File: src/rtl/dmem_store_buffer_pkg.sv
// Shared defines and helpers for the data-memory store buffer.
// Optional feature macro: STORE_FWD_EN (load forwarding from the youngest
// full-word buffered store). Default build has forwarding disabled.

`ifndef CPU_DATA_BITS
`define CPU_DATA_BITS 32
`endif

`ifndef SB_WE_BITS
`define SB_WE_BITS 4
`endif

`ifndef SB_WE_FULL
`define SB_WE_FULL 4'b1111
`endif

package dmem_store_buffer_pkg;

    localparam int unsigned DATA_BITS = `CPU_DATA_BITS;
    localparam int unsigned WE_BITS   = `SB_WE_BITS;
    localparam logic [WE_BITS-1:0] WE_FULL = `SB_WE_FULL;

    // True when a store writes at least one byte lane.
    function automatic logic we_is_any(input logic [WE_BITS-1:0] we);
        return (we != {WE_BITS{1'b0}});
    endfunction

    // True when a store covers the whole word, making it forwardable.
    function automatic logic we_is_full(input logic [WE_BITS-1:0] we);
        return (we == WE_FULL);
    endfunction

endpackage

File: src/rtl/dmem_sb_match.sv
// Load-vs-buffer word-address compare. Scans entries from oldest to youngest
// relative to the tail pointer so that the youngest matching entry wins.

module dmem_sb_match #(
    parameter int unsigned DEPTH     = 4,
    parameter int unsigned WORD_BITS = 30,
    localparam int unsigned PTR_BITS = $clog2(DEPTH)
) (
    input  logic [DEPTH-1:0]     ent_valid,
    input  logic [WORD_BITS-1:0] ent_addr [DEPTH],
    input  logic [WORD_BITS-1:0] ld_word,
    input  logic [PTR_BITS-1:0]  tail_ptr,
    output logic                 hit,
    output logic [PTR_BITS-1:0]  hit_idx
);

    logic [PTR_BITS-1:0] cand_s;

    // Youngest-first priority select: later (younger) matches overwrite older ones.
    always_comb begin
        hit     = 1'b0;
        hit_idx = {PTR_BITS{1'b0}};
        cand_s  = {PTR_BITS{1'b0}};
        for (int k = DEPTH; k >= 1; k--) begin
            cand_s = tail_ptr - PTR_BITS'(k);
            if (ent_valid[cand_s] && (ent_addr[cand_s] == ld_word)) begin
                hit     = 1'b1;
                hit_idx = cand_s;
            end else begin
                hit     = hit;
                hit_idx = hit_idx;
            end
        end
    end

endmodule

File: src/rtl/dmem_store_buffer.sv
// Store buffer between the EX store-lane formatter and the data cache.
// Committed stores queue in a circular FIFO and drain in program order.
// Loads hitting a buffered word stall; with STORE_FWD_EN defined, a hit on a
// youngest full-word entry forwards its data instead.

module dmem_store_buffer
    import dmem_store_buffer_pkg::*;
#(
    parameter int unsigned DEPTH     = 4,
    parameter int unsigned ADDR_BITS = 32
) (
    input  logic                      clk,
    input  logic                      rst,
    input  logic                      st_valid,
    input  logic [ADDR_BITS-1:0]      st_addr,
    input  logic [`CPU_DATA_BITS-1:0] st_data,
    input  logic [3:0]                st_we,
    output logic                      st_ready,
    output logic                      mem_req_valid,
    output logic [ADDR_BITS-1:0]      mem_addr,
    output logic [`CPU_DATA_BITS-1:0] mem_data,
    output logic [3:0]                mem_we,
    input  logic                      mem_req_ready,
    input  logic                      ld_valid,
    input  logic [ADDR_BITS-1:0]      ld_addr,
    output logic                      ld_stall,
    output logic                      ld_fwd_valid,
    output logic [`CPU_DATA_BITS-1:0] ld_fwd_data,
    output logic                      sb_empty
);

    localparam int unsigned PTR_BITS  = $clog2(DEPTH);
    localparam int unsigned CNT_BITS  = PTR_BITS + 1;
    localparam int unsigned WORD_BITS = ADDR_BITS - 2;
    localparam logic [CNT_BITS-1:0] CNT_FULL = CNT_BITS'(DEPTH);
    localparam logic [CNT_BITS-1:0] CNT_ONE  = CNT_BITS'(1);
    localparam logic [PTR_BITS-1:0] PTR_ONE  = PTR_BITS'(1);

    logic [WORD_BITS-1:0]      addr_q [DEPTH];
    logic [WORD_BITS-1:0]      addr_d [DEPTH];
    logic [DATA_BITS-1:0]      data_q [DEPTH];
    logic [DATA_BITS-1:0]      data_d [DEPTH];
    logic [WE_BITS-1:0]        we_q   [DEPTH];
    logic [WE_BITS-1:0]        we_d   [DEPTH];
    logic [DEPTH-1:0]          valid_q, valid_d;
    logic [PTR_BITS-1:0]       head_q, head_d;
    logic [PTR_BITS-1:0]       tail_q, tail_d;
    logic [CNT_BITS-1:0]       count_q, count_d;

    logic                      push_s;
    logic                      pop_s;
    logic                      hit_s;
    logic [PTR_BITS-1:0]       hit_idx_s;
    logic                      unused_bits_s;

    // Flow control depends only on registered occupancy, never on mem_req_ready.
    assign st_ready      = (count_q != CNT_FULL);
    assign mem_req_valid = (count_q != {CNT_BITS{1'b0}});
    assign sb_empty      = (count_q == {CNT_BITS{1'b0}});
    assign push_s        = st_valid & st_ready & we_is_any(st_we);
    assign pop_s         = mem_req_valid & mem_req_ready;

    assign mem_addr = {addr_q[head_q], 2'b00};
    assign mem_data = data_q[head_q];
    assign mem_we   = we_q[head_q];

    // Byte-offset bits are irrelevant to word-granular buffering.
    assign unused_bits_s = ^{st_addr[1:0], ld_addr[1:0]};

    // Next-state for FIFO storage, pointers and occupancy.
    always_comb begin
        addr_d  = addr_q;
        data_d  = data_q;
        we_d    = we_q;
        valid_d = valid_q;
        head_d  = head_q;
        tail_d  = tail_q;
        if (push_s) begin
            addr_d[tail_q]  = st_addr[ADDR_BITS-1:2];
            data_d[tail_q]  = st_data;
            we_d[tail_q]    = st_we;
            valid_d[tail_q] = 1'b1;
            tail_d          = tail_q + PTR_ONE;
        end else begin
            tail_d = tail_q;
        end
        if (pop_s) begin
            valid_d[head_q] = 1'b0;
            head_d          = head_q + PTR_ONE;
        end else begin
            head_d = head_q;
        end
        case ({push_s, pop_s})
            2'b10:   count_d = count_q + CNT_ONE;
            2'b01:   count_d = count_q - CNT_ONE;
            default: count_d = count_q;
        endcase
    end

    // State registers; reset empties the buffer and abandons any pending drain.
    always_ff @(posedge clk or posedge rst) begin
        if (rst) begin
            for (int i = 0; i < DEPTH; i++) begin
                addr_q[i] <= {WORD_BITS{1'b0}};
                data_q[i] <= {DATA_BITS{1'b0}};
                we_q[i]   <= {WE_BITS{1'b0}};
            end
            valid_q <= {DEPTH{1'b0}};
            head_q  <= {PTR_BITS{1'b0}};
            tail_q  <= {PTR_BITS{1'b0}};
            count_q <= {CNT_BITS{1'b0}};
        end else begin
            addr_q  <= addr_d;
            data_q  <= data_d;
            we_q    <= we_d;
            valid_q <= valid_d;
            head_q  <= head_d;
            tail_q  <= tail_d;
            count_q <= count_d;
        end
    end

    dmem_sb_match #(
        .DEPTH     (DEPTH),
        .WORD_BITS (WORD_BITS)
    ) u_match (
        .ent_valid (valid_q),
        .ent_addr  (addr_q),
        .ld_word   (ld_addr[ADDR_BITS-1:2]),
        .tail_ptr  (tail_q),
        .hit       (hit_s),
        .hit_idx   (hit_idx_s)
    );

`ifdef STORE_FWD_EN
    // Forward from the youngest hit if it covers the full word, otherwise stall.
    always_comb begin
        ld_stall     = 1'b0;
        ld_fwd_valid = 1'b0;
        ld_fwd_data  = {DATA_BITS{1'b0}};
        if (ld_valid && hit_s) begin
            if (we_is_full(we_q[hit_idx_s])) begin
                ld_fwd_valid = 1'b1;
                ld_fwd_data  = data_q[hit_idx_s];
            end else begin
                ld_stall = 1'b1;
            end
        end else begin
            ld_stall = 1'b0;
        end
    end
`else
    logic [PTR_BITS-1:0] unused_idx_s;
    assign unused_idx_s = hit_idx_s;
    assign ld_stall     = ld_valid & hit_s;
    assign ld_fwd_valid = 1'b0;
    assign ld_fwd_data  = {DATA_BITS{1'b0}};
`endif

endmodule

File: config.mk
export PLATFORM = sky130hd
export DESIGN_NAME = dmem_store_buffer
export DESIGN_NICKNAME = d
export VERILOG_FILES = /design/src/rtl/dmem_store_buffer_pkg.sv /design/src/rtl/dmem_sb_match.sv /design/src/rtl/dmem_store_buffer.sv
export SDC_FILE = /design/constraint.sdc
export NUM_CORES = 1
export LEC_CHECK = 0
export ABC_AREA = 0
export CAP_MARGIN = 20
export CORE_MARGIN = 2
export CORE_UTILIZATION = 30
export DETAILED_ROUTE_END_ITERATION = 16
export GPL_TIMING_DRIVEN = 0
export HOLD_SLACK_MARGIN = 0.15
export SLEW_MARGIN = 10
export SYNTH_ARGS = -nofsm -noshare
export SYNTH_HDL_FRONTEND = slang
export SYNTH_SLANG_ARGS = --single-unit
File: constraint.sdc
create_clock -name clk -period 8.89 [get_ports clk]
set_input_delay 0.889 -clock clk [delete_from_list [all_inputs] [get_ports clk]]
set_output_delay 0.889 -clock clk [all_outputs]
set_load 0.05 [all_outputs]
# Word level (Yosys, flattened, before mapping)
# Index checks and enable logic that the tools add are counted.
# op_classes
n_addsub	7
n_lt_le_gt_ge	13
eq_ne	7
n_mux	49
n_bitwise	12
n_reduce_logical	11
# op_table
cell	n
30-bit two-way mux	11
30-bit binary-select mux with 2-bit select	5
128-bit bitwise mux	1
120-bit bitwise mux	1
30-bit equality test	4
32-bit two-way mux	3
32-bit binary-select mux with 2-bit select	1
32-bit demux with 2-bit select	1
30-bit demux with 2-bit select	1
4-bit two-way mux	5
16-bit bitwise mux	1
3-bit greater-or-equal comparator (second input constant)	5
2-bit by 3-bit less-than comparator with 1-bit output (second input constant)	5
2-bit NOT with 3-bit output	5
1-bit two-way mux	10
1-bit binary-select mux with 2-bit select	4
4-bit binary-select mux with 2-bit select	1
4-bit demux with 2-bit select	1
1-bit logical AND	7
3-bit one-hot mux with 2 select lines	1
2-bit by 1-bit adder with 2-bit output (second input constant)	2
1-bit bitwise AND	4
4-bit bitwise AND	1
1-bit demux with 2-bit select	2
15 further kinds	17
# totals
regBits	275
in_bits	105
out_inout_bits	105
wordCells	115

# Logic depth before layout (Yosys ltp)
# Gate-level depths: netlist of the first run.
# depth
depth_word	11
depth_mapped	14
ltp_nobuf	9

# Modules after synthesis
# A second synthesis of the first run with hierarchy kept.
# hier_totals
hier_cells	1265
area_unflattened_um2	17237.8
# modules_own_cells
mod	instances	cells_per_inst	area_per_inst_um2	seq_area_each_um2
dmem_store_buffer	1	738	12535.8	6881.6
dmem_sb_match	1	527	4702.0	0.0

# Worst setup path after synthesis of the first run
# OpenSTA, ideal clock, no wires.
# synth_timing
path_kind	register to output
start	register tail_q[1]
end	output ld_stall
arrival_time_ps	2978
t_required_ps	8001
setup_slack_ps	5023
stages_incl_launch_ff	14
path_buffers	5
path_cell_list	dfrtp_1 -> buf_4 -> inv_2 -> buf_4 -> ha_1 -> buf_4 -> buf_4 -> buf_2 -> mux4_2 -> xnor2_1 -> nand4_1 -> nor4_1 -> nand4_1 -> o211ai_2
# synth_via
elab_chain_cells	11
elab_cells_between_ends	40
classes_between	add/sub: 3; eq/ne: 4; mux: 24; bitwise: 5; reduce/logical: 4
# synth_rtl
element	line_no	rtl
start, declared	dmem_store_buffer.sv:47	logic [PTR_BITS-1:0] tail_q, tail_d;
start signal, assigned	dmem_store_buffer.sv:110	tail_q <= {PTR_BITS{1'b0}};
start signal, assigned	dmem_store_buffer.sv:118	tail_q <= tail_d;
2-bit subtractor or 2-bit NOT with 3-bit output (tied branches)	dmem_sb_match.sv:25, dmem_sb_match.sv:26	
2-bit NOT with 3-bit output (not written as such) or 30-bit binary-select mux with 2-bit select (tied branches)	dmem_sb_match.sv:26	if (ent_valid[cand_s] && (ent_addr[cand_s] == ld_word)) begin
30-bit binary-select mux with 2-bit select or 30-bit two-way mux (tied branches)	dmem_sb_match.sv:26	
30-bit two-way mux (not written as such)	dmem_sb_match.sv:26	
30-bit two-way mux (not written as such) or 30-bit equality test (tied branches)	dmem_sb_match.sv:26	
30-bit equality test or 1-bit logical AND (tied branches)	dmem_sb_match.sv:26	
1-bit logical AND or 1-bit two-way mux (tied branches)	dmem_sb_match.sv:26	
1-bit two-way mux (2 in series)	dmem_sb_match.sv:26	
1-bit two-way mux *	dmem_sb_match.sv:26	
1-bit bitwise AND *	dmem_store_buffer.sv:155	assign ld_stall = ld_valid & hit_s;
end, declared	dmem_store_buffer.sv:26	output logic ld_stall,
# Mark *: on every way between the ends. The rest lies on a longest branch, timed or not. The select of a mux whose other input is x is not followed.

# Worst setup path in the final report of the first run
# Same ends and word-level chain as after synthesis.

==> results of run 1 <==
==> layout by cell type (no fill, tap or decap), types with 10 or more instances in the layout <==
| master | synthesis | final |
|---|---|---|
| a21oi_1 | 16 | 16 |
| buf_2 | 23 | 23 |
| buf_4 | 42 | 42 |
| buf_6 | 13 | 15 |
| clkbuf_1 | 36 | 45 |
| clkbuf_16 | 0 | 31 |
| clkdlybuf4s50_1 | 0 | 154 |
| conb_1 | 1 | 35 |
| dfrtp_1 | 275 | 275 |
| inv_1 | 16 | 15 |
| mux2_2 | 266 | 266 |
| mux2i_1 | 88 | 88 |
| mux4_1 | 11 | 11 |
| mux4_2 | 122 | 122 |
| nand2_1 | 20 | 20 |
| nand4_1 | 10 | 10 |
| nor2_1 | 20 | 20 |
| nor4_1 | 13 | 13 |
| o21ai_0 | 22 | 22 |
| xnor2_1 | 49 | 49 |
| xor2_1 | 55 | 55 |
==> layout make-up <==
cell class / count / area share
Buffer: 128 / 0.04019
Sequential cell: 275 / 0.3344
Multi-Input combinational cell: 819 / 0.4475
Clock inverter: 8 / 0.006567
Timing Repair Buffer: 158 / 0.07868
Inverter: 18 / 0.003648
Antenna cell: 1 / 0.0001216
Clock buffer: 46 / 0.04335
Tap cell: 748 / 0.04548
==> kinds of logic (layout without fill, tap and decap cells) <==
logic type | count (synthesis) | after routing | share of synthesized area
adder cells (fa/ha/maj) | 10 | 10 | 0.007868
XOR/XNOR | 104 | 104 | 0.05403
flip-flops | 275 | 275 | 0.4082
AND/OR/NAND/NOR | 77 | 77 | 0.02190
AO/OA/AOI/OAI | 106 | 106 | 0.04461
multiplexers | 487 | 487 | 0.4101
other | 1 | 36 | 0.0002225
buffers and inverters | 146 | 358 | 0.05307
==> cells in the mapped netlist (all sizes together), types with 2 or more instances <==
| library cell | n | share of area |
|---|---|---|
| nor2 | 20 | 0.0045 |
| mux4 | 133 | 0.18 |
| clkbuf | 38 | 0.0089 |
| xnor2 | 49 | 0.025 |
| and2 | 2 | 0.00074 |
| dfrtp | 275 | 0.41 |
| nand3 | 6 | 0.0018 |
| ha | 9 | 0.0067 |
| xor2 | 55 | 0.029 |
| nor4 | 13 | 0.0048 |
| inv | 18 | 0.0040 |
| nand2 | 20 | 0.0045 |
| buf | 89 | 0.040 |
| a2111oi | 7 | 0.0047 |
| nand4 | 10 | 0.0037 |
| o21ai | 22 | 0.0065 |
| a21oi | 16 | 0.0048 |
| o22ai | 9 | 0.0033 |
| a22oi | 9 | 0.0040 |
| o41ai | 2 | 0.0010 |
| a31oi | 5 | 0.0019 |
| o221ai | 2 | 0.0010 |
| o2111ai | 3 | 0.0016 |
| o211ai | 6 | 0.0030 |
| nor3 | 4 | 0.0012 |
| a221oi | 7 | 0.0036 |
| mux2 | 266 | 0.18 |
| a2bb2oi | 3 | 0.0016 |
| mux2i | 88 | 0.052 |
| a211oi | 7 | 0.0031 |
==> per-stage QoR <==
stage	cell area, µm²	std cells	hold slack (ns)
after floorplan	16990	1240	0.4739
after global placement	19460	2142	0.4811
after detailed placement	19530	2144	0.4872
after CTS	20550	2198	0.5006
after global routing	20570	2200	0.5120
final	20580	2201	0.4976
==> worst max-delay path, stage by stage, from the launching register on <==
cell and delay (ns):
dfrtp_1 0.48, buf_4 0.28, inv_2 0.17, buf_4 0.25, ha_1 0.43, buf_4 0.32
buf_4 0.32, buf_2 0.41, mux4_2 0.39, xnor2_1 0.40, nand4_1 0.35, nor2_1 0.20
nand4_1 0.25, o211ai_2 0.18, clkdlybuf4s50_1 0.83
==> per-layer routing <==
metal,track usage,vias up,part of all wire
met5,0,-,0.0014
met4,0.06584,12,0.036
met3,0.05547,109,0.075
met2,0.3239,409,0.47
met1,0.2591,6114,0.42
li1,-,5004,-
==> state kept, by name, indices dropped and copies added (netlist names) <==
| name | count |
|---|---|
| data_q | 128 |
| addr_q | 120 |
| we_q | 16 |
| valid_q | 4 |
| count_q | 3 |
| head_q | 2 |
| tail_q | 2 |
==> worst max-delay path by stage <==
stage / depth (start not counted) / slack [ns] / endpoint
3_5_place_dp: 14 / 2.80 / ld_stall
6_report: 14 / 2.08 / ld_stall
3_3_place_gp: 2 / -2.84 / addr_q[78]
5_1_grt: 14 / 1.96 / ld_stall
2_1_floorplan: 1 / 0.42 / addr_q[0]
4_1_cts: 14 / 2.15 / ld_stall
==> impl_metrics.csv, run 1 <==
group,metric,value,unit
finish,multi_input_area,0.009209,mm²
cts,post_cts_resized,0,
finish,fillers,5416,
cts,cts_tree,"built",
global_routing,track_usage,0.2003,
critical_path,worst_setup_path_end_kind,"output port",
place,gp_congestion,0.9858,
yosys,ys.flop_type,"dfrtp_1",
yosys,synthDistinctLibCells,52,
yosys,synth_warnings,0,
critical_path,r2r_end,"data_q[73]",
timing,finalClockSkew,0.02698,ns
timing,fin_ws,2.078,ns
cts,clock-sinks,275,
hold_path,hold_depth,1,
timing,worstMarginPinSlew,1.087,ns
route,wirelength,58.31,mm
route,viasPerCell,5.292,
timing,setup_total_negative_slack,0,ns
place,io_buffer_count,154,
global_routing,antenna_found_initial,7,
cts,clock_path_buffers,3,
timing,rsz0062_at_grt,"false",
run,drv_cap,0,
hold_path,worstHoldStart,"data_q[56]",
place,place_hpwl,43.74,mm
timing,max_slew_margin,0.2754,
finish,fin_util,0.3720,
cts,cts_setup_buffers,0,
critical_path,r2r_slack,5.83,ns
floorplanning,io_pins,210,
global_routing,grt_overflow_total,0,
cts,clkTransAtPathRegs,0.07,ns
route,vias,11650,
cts,cts_buffers,31,
hold_path,hold_end,"data_q[56]",
floorplanning,coreArea,0.05531,mm²
route,first_pass_iters,5,
yosys,avgSynthCellArea,13.98,µm²
yosys,synth_area,0.01686,mm²
timing,fin_crit_sh,0.7663,
critical_path,cp_data_arrival_time,5.92,ns
status,outcome,"complete, no violations",
finish,area_delta_synth_final,22.07,%
critical_path,reg2reg_from,"tail_q[1]",
global_routing,grt_first_pass_wirelength,84.57,mm
timing,max_freq,146.8,MHz
yosys,syn_inst,1206,
floorplanning,die_y,241.0,µm
cts,htree_levels,1,
yosys,async_reset_ff_frac,1.000,
critical_path,path_max_fanout,11,
timing,hold_viol_final,0,
yosys,synth_edf_count,0,
timing,setup-violations-final,0,
critical_path,worstSetupPathType,"register to output port",
route,wl_per_cell,26.49,µm
global_routing,grt_start_max_net_pins,120,
route,dr.first_iter.drc_count,878,
hold_path,hp-class,"register to register",
critical_path,cp.required,8.00,ns
timing,drv_slew,0,
route,drtAntennaViolNets,0,
finish,drive_above_1_share,0.3643,
floorplanning,die_x,241.0,µm
cts,cts-root-buf,"clkbuf_16",
cts,postCtsHoldBufs,0,
critical_path,r2r_cells,8,
timing,fin_crit,6.812,ns
floorplanning,die-area,0.05810,mm²
critical_path,critPathLaunchType,"register",
global_routing,grt_pass1_vias,12230,
route,drc,0,
yosys,synth-seq-cells,275,
floorplanning,start_util,0.3048,
yosys,ys_seq_area_frac,0.4082,
finish,nets,1546,
place,dp_slack,2.804,ns
floorplanning,rows,86,
cts,clkLatencyLatePin,0.62,ns
critical_path,cp-startpoint,"tail_q[1]",
finish,seq_area,0.006882,mm²
Power of run 1 is left out: the tool's default activity adds up to more than one toggle a clock period on the data nets, which glitch-free logic cannot reach.
==> run 2: changes to the inputs <==
==> constraint.sdc (replaced) <==
create_clock -name clk -period 5.6 [get_ports clk]
set_input_delay 0.56 -clock clk [delete_from_list [all_inputs] [get_ports clk]]
set_output_delay 0.56 -clock clk [all_outputs]
set_load 0.05 [all_outputs]
==> run 2 against run 1 <==
Utilization grew 0.22 points. Die area is the same. Via count grew 0.33%. Final area grew 0.58%. Critical path depth is the same. Sequential cell count is the same. Register-to-register slack lost 3.3 ns. Final cell count grew 0.23%. Clock-buffer cell count shrank 4. First-iteration DRC count shrank 18%. Critical endpoint unchanged. Largest cell class unchanged.
==> impl_metrics.csv, run 2 (synthesis results as in run 1) <==
group,metric,value,unit
route,first_pass_iters,5,
global_routing,track_usage,0.2028,
finish,nets,1550,
critical_path,cp_data_arrival_time,4.89,ns
floorplanning,coreArea,0.05531,mm²
finish,largest_reg_flops,128,
timing,max_freq,183.5,MHz
route,dr.first_iter.drc_count,723,
timing,timing.hold.ws,0.4610,ns
floorplanning,die-area,0.05810,mm²
floorplanning,start_util,0.3048,
status,outcome,"complete, no violations",
timing,worstMarginPinSlew,1.065,ns
route,drtAntennaViolNets,0,
timing,finalClockSkew,0.02034,ns
global_routing,grt_overflow_total,0,
timing,fin_crit,5.451,ns
timing,max_slew_margin,0.2899,
cts,clock_path_buffers,3,
place,gp_congestion,0.9628,
timing,setup_total_negative_slack,0,ns
timing,hold_viol_final,0,
cts,cts_setup_buffers,0,
floorplanning,rows,86,
finish,top_register,"data_q",
global_routing,antenna_found_initial,4,
cts,clkTransAtPathRegs,0.07,ns
finish,fin_area,0.02070,mm²
floorplanning,die_y,241.0,µm
place,dp_slack,-0.1493,ns
cts,htree_levels,1,
finish,final_common_cell,"dfrtp_1",
finish,final_cell_mix,"dfrtp_1, mux2_2, clkdlybuf4s50_1",
timing,setup-violations-final,0,
hold_path,hp-class,"input pin to async pin",
critical_path,worst_setup_path_end_kind,"output port",
floorplanning,die_x,241.0,µm
cts,cts-root-buf,"clkbuf_16",
route,wl_per_cell,26.63,µm
global_routing,grt_pass1_vias,12310,
route,wirelength,58.75,mm
global_routing,grt_start_max_net_pins,39,
floorplanning,io_pins,210,
finish,area_delta_synth_final,22.78,%
finish,drive_above_1_share,0.3765,
route,viasPerCell,5.297,
cts,clkLatencyLatePin,0.62,ns
route,drc,0,
critical_path,critPathLaunchType,"register",
run,drv_cap,0,
cts,cts_buffers,30,
global_routing,grt_first_pass_wirelength,85.58,mm
route,vias,11690,
finish,antenna_cells,0,
cts,clock-sinks,275,
place,dpl-instance-area,0.01963,mm²
critical_path,worstSetupPathType,"register to output port",
cts,cts_tree,"built",
timing,fin_ws,0.1492,ns
timing,drv_slew,0,
place,io_buffer_count,154,
finish,largestRegisters,"data_q: 128 flops, addr_q: 120 flops, we_q: 16 flops",
timing,fin_crit_sh,0.9734,
critical_path,cp.required,5.04,ns
place,place_hpwl,44.86,mm
critical_path,path_max_fanout,11,
run 2: layout make-up:
cell class | instances | area, µm²
Multi-Input combinational cell | 819 | 9246
Sequential cell | 275 | 6883
Buffer | 128 | 833.3
Clock inverter | 13 | 123.9
Timing Repair Buffer | 163 | 1718
Fill cell | 5411 | 34610
Clock buffer | 42 | 885.9
Inverter | 18 | 71.32
Tap cell | 748 | 935.9
run 2: per-layer routing:
metal,vias up,global-route usage,wire (µm)
met1,6184,0.2570,24060
li1,4999,-,-
met2,396,0.3290,27350
met3,99,0.06131,5015
met5,-,0,48
met4,8,0.07015,2282
run 2: what timing repair did:
action                                  CTS  global route
hold buffers                              0             0
endpoints found under the setup margin    1             1
gates resized for setup                  12             5
pin swaps                                 1             1
run 2: path summary, 6_finish.rpt:
path,slack [ns],cells after the start,from,end
setup / recovery,0.15,14,tail_q[0],ld_stall
hold / removal,0.46,2,rst,data_q[94]
setup reg to reg,2.58,8,tail_q[0],data_q[37]
hold reg to reg,0.50,1,data_q[3],data_q[3]
max in group asynchronous,3.64,7,rst,data_q[5]
min in group clk,0.50,1,data_q[3],data_q[3]
run 2: through the flow:
stage	utilization	cells
after floorplan	-	1240
after global placement	0.3520	2142
after detailed placement	0.3550	2150
after CTS	0.3738	2205
after global routing	0.3742	2206
final	0.3742	2206
run 2: critical path: stages, from the launching register on:
cell and delay, ns:
dfrtp_1 0.42, buf_6 0.21, buf_6 0.23, inv_2 0.18
ha_2 0.46, buf_4 0.29, buf_4 0.32, buf_4 0.30
mux4_2 0.36, xnor2_2 0.30, nand4_1 0.32, nor2_1 0.19
nand4_1 0.27, o211ai_2 0.19, buf_4 0.23
Power of run 2 is left out for the same reason.
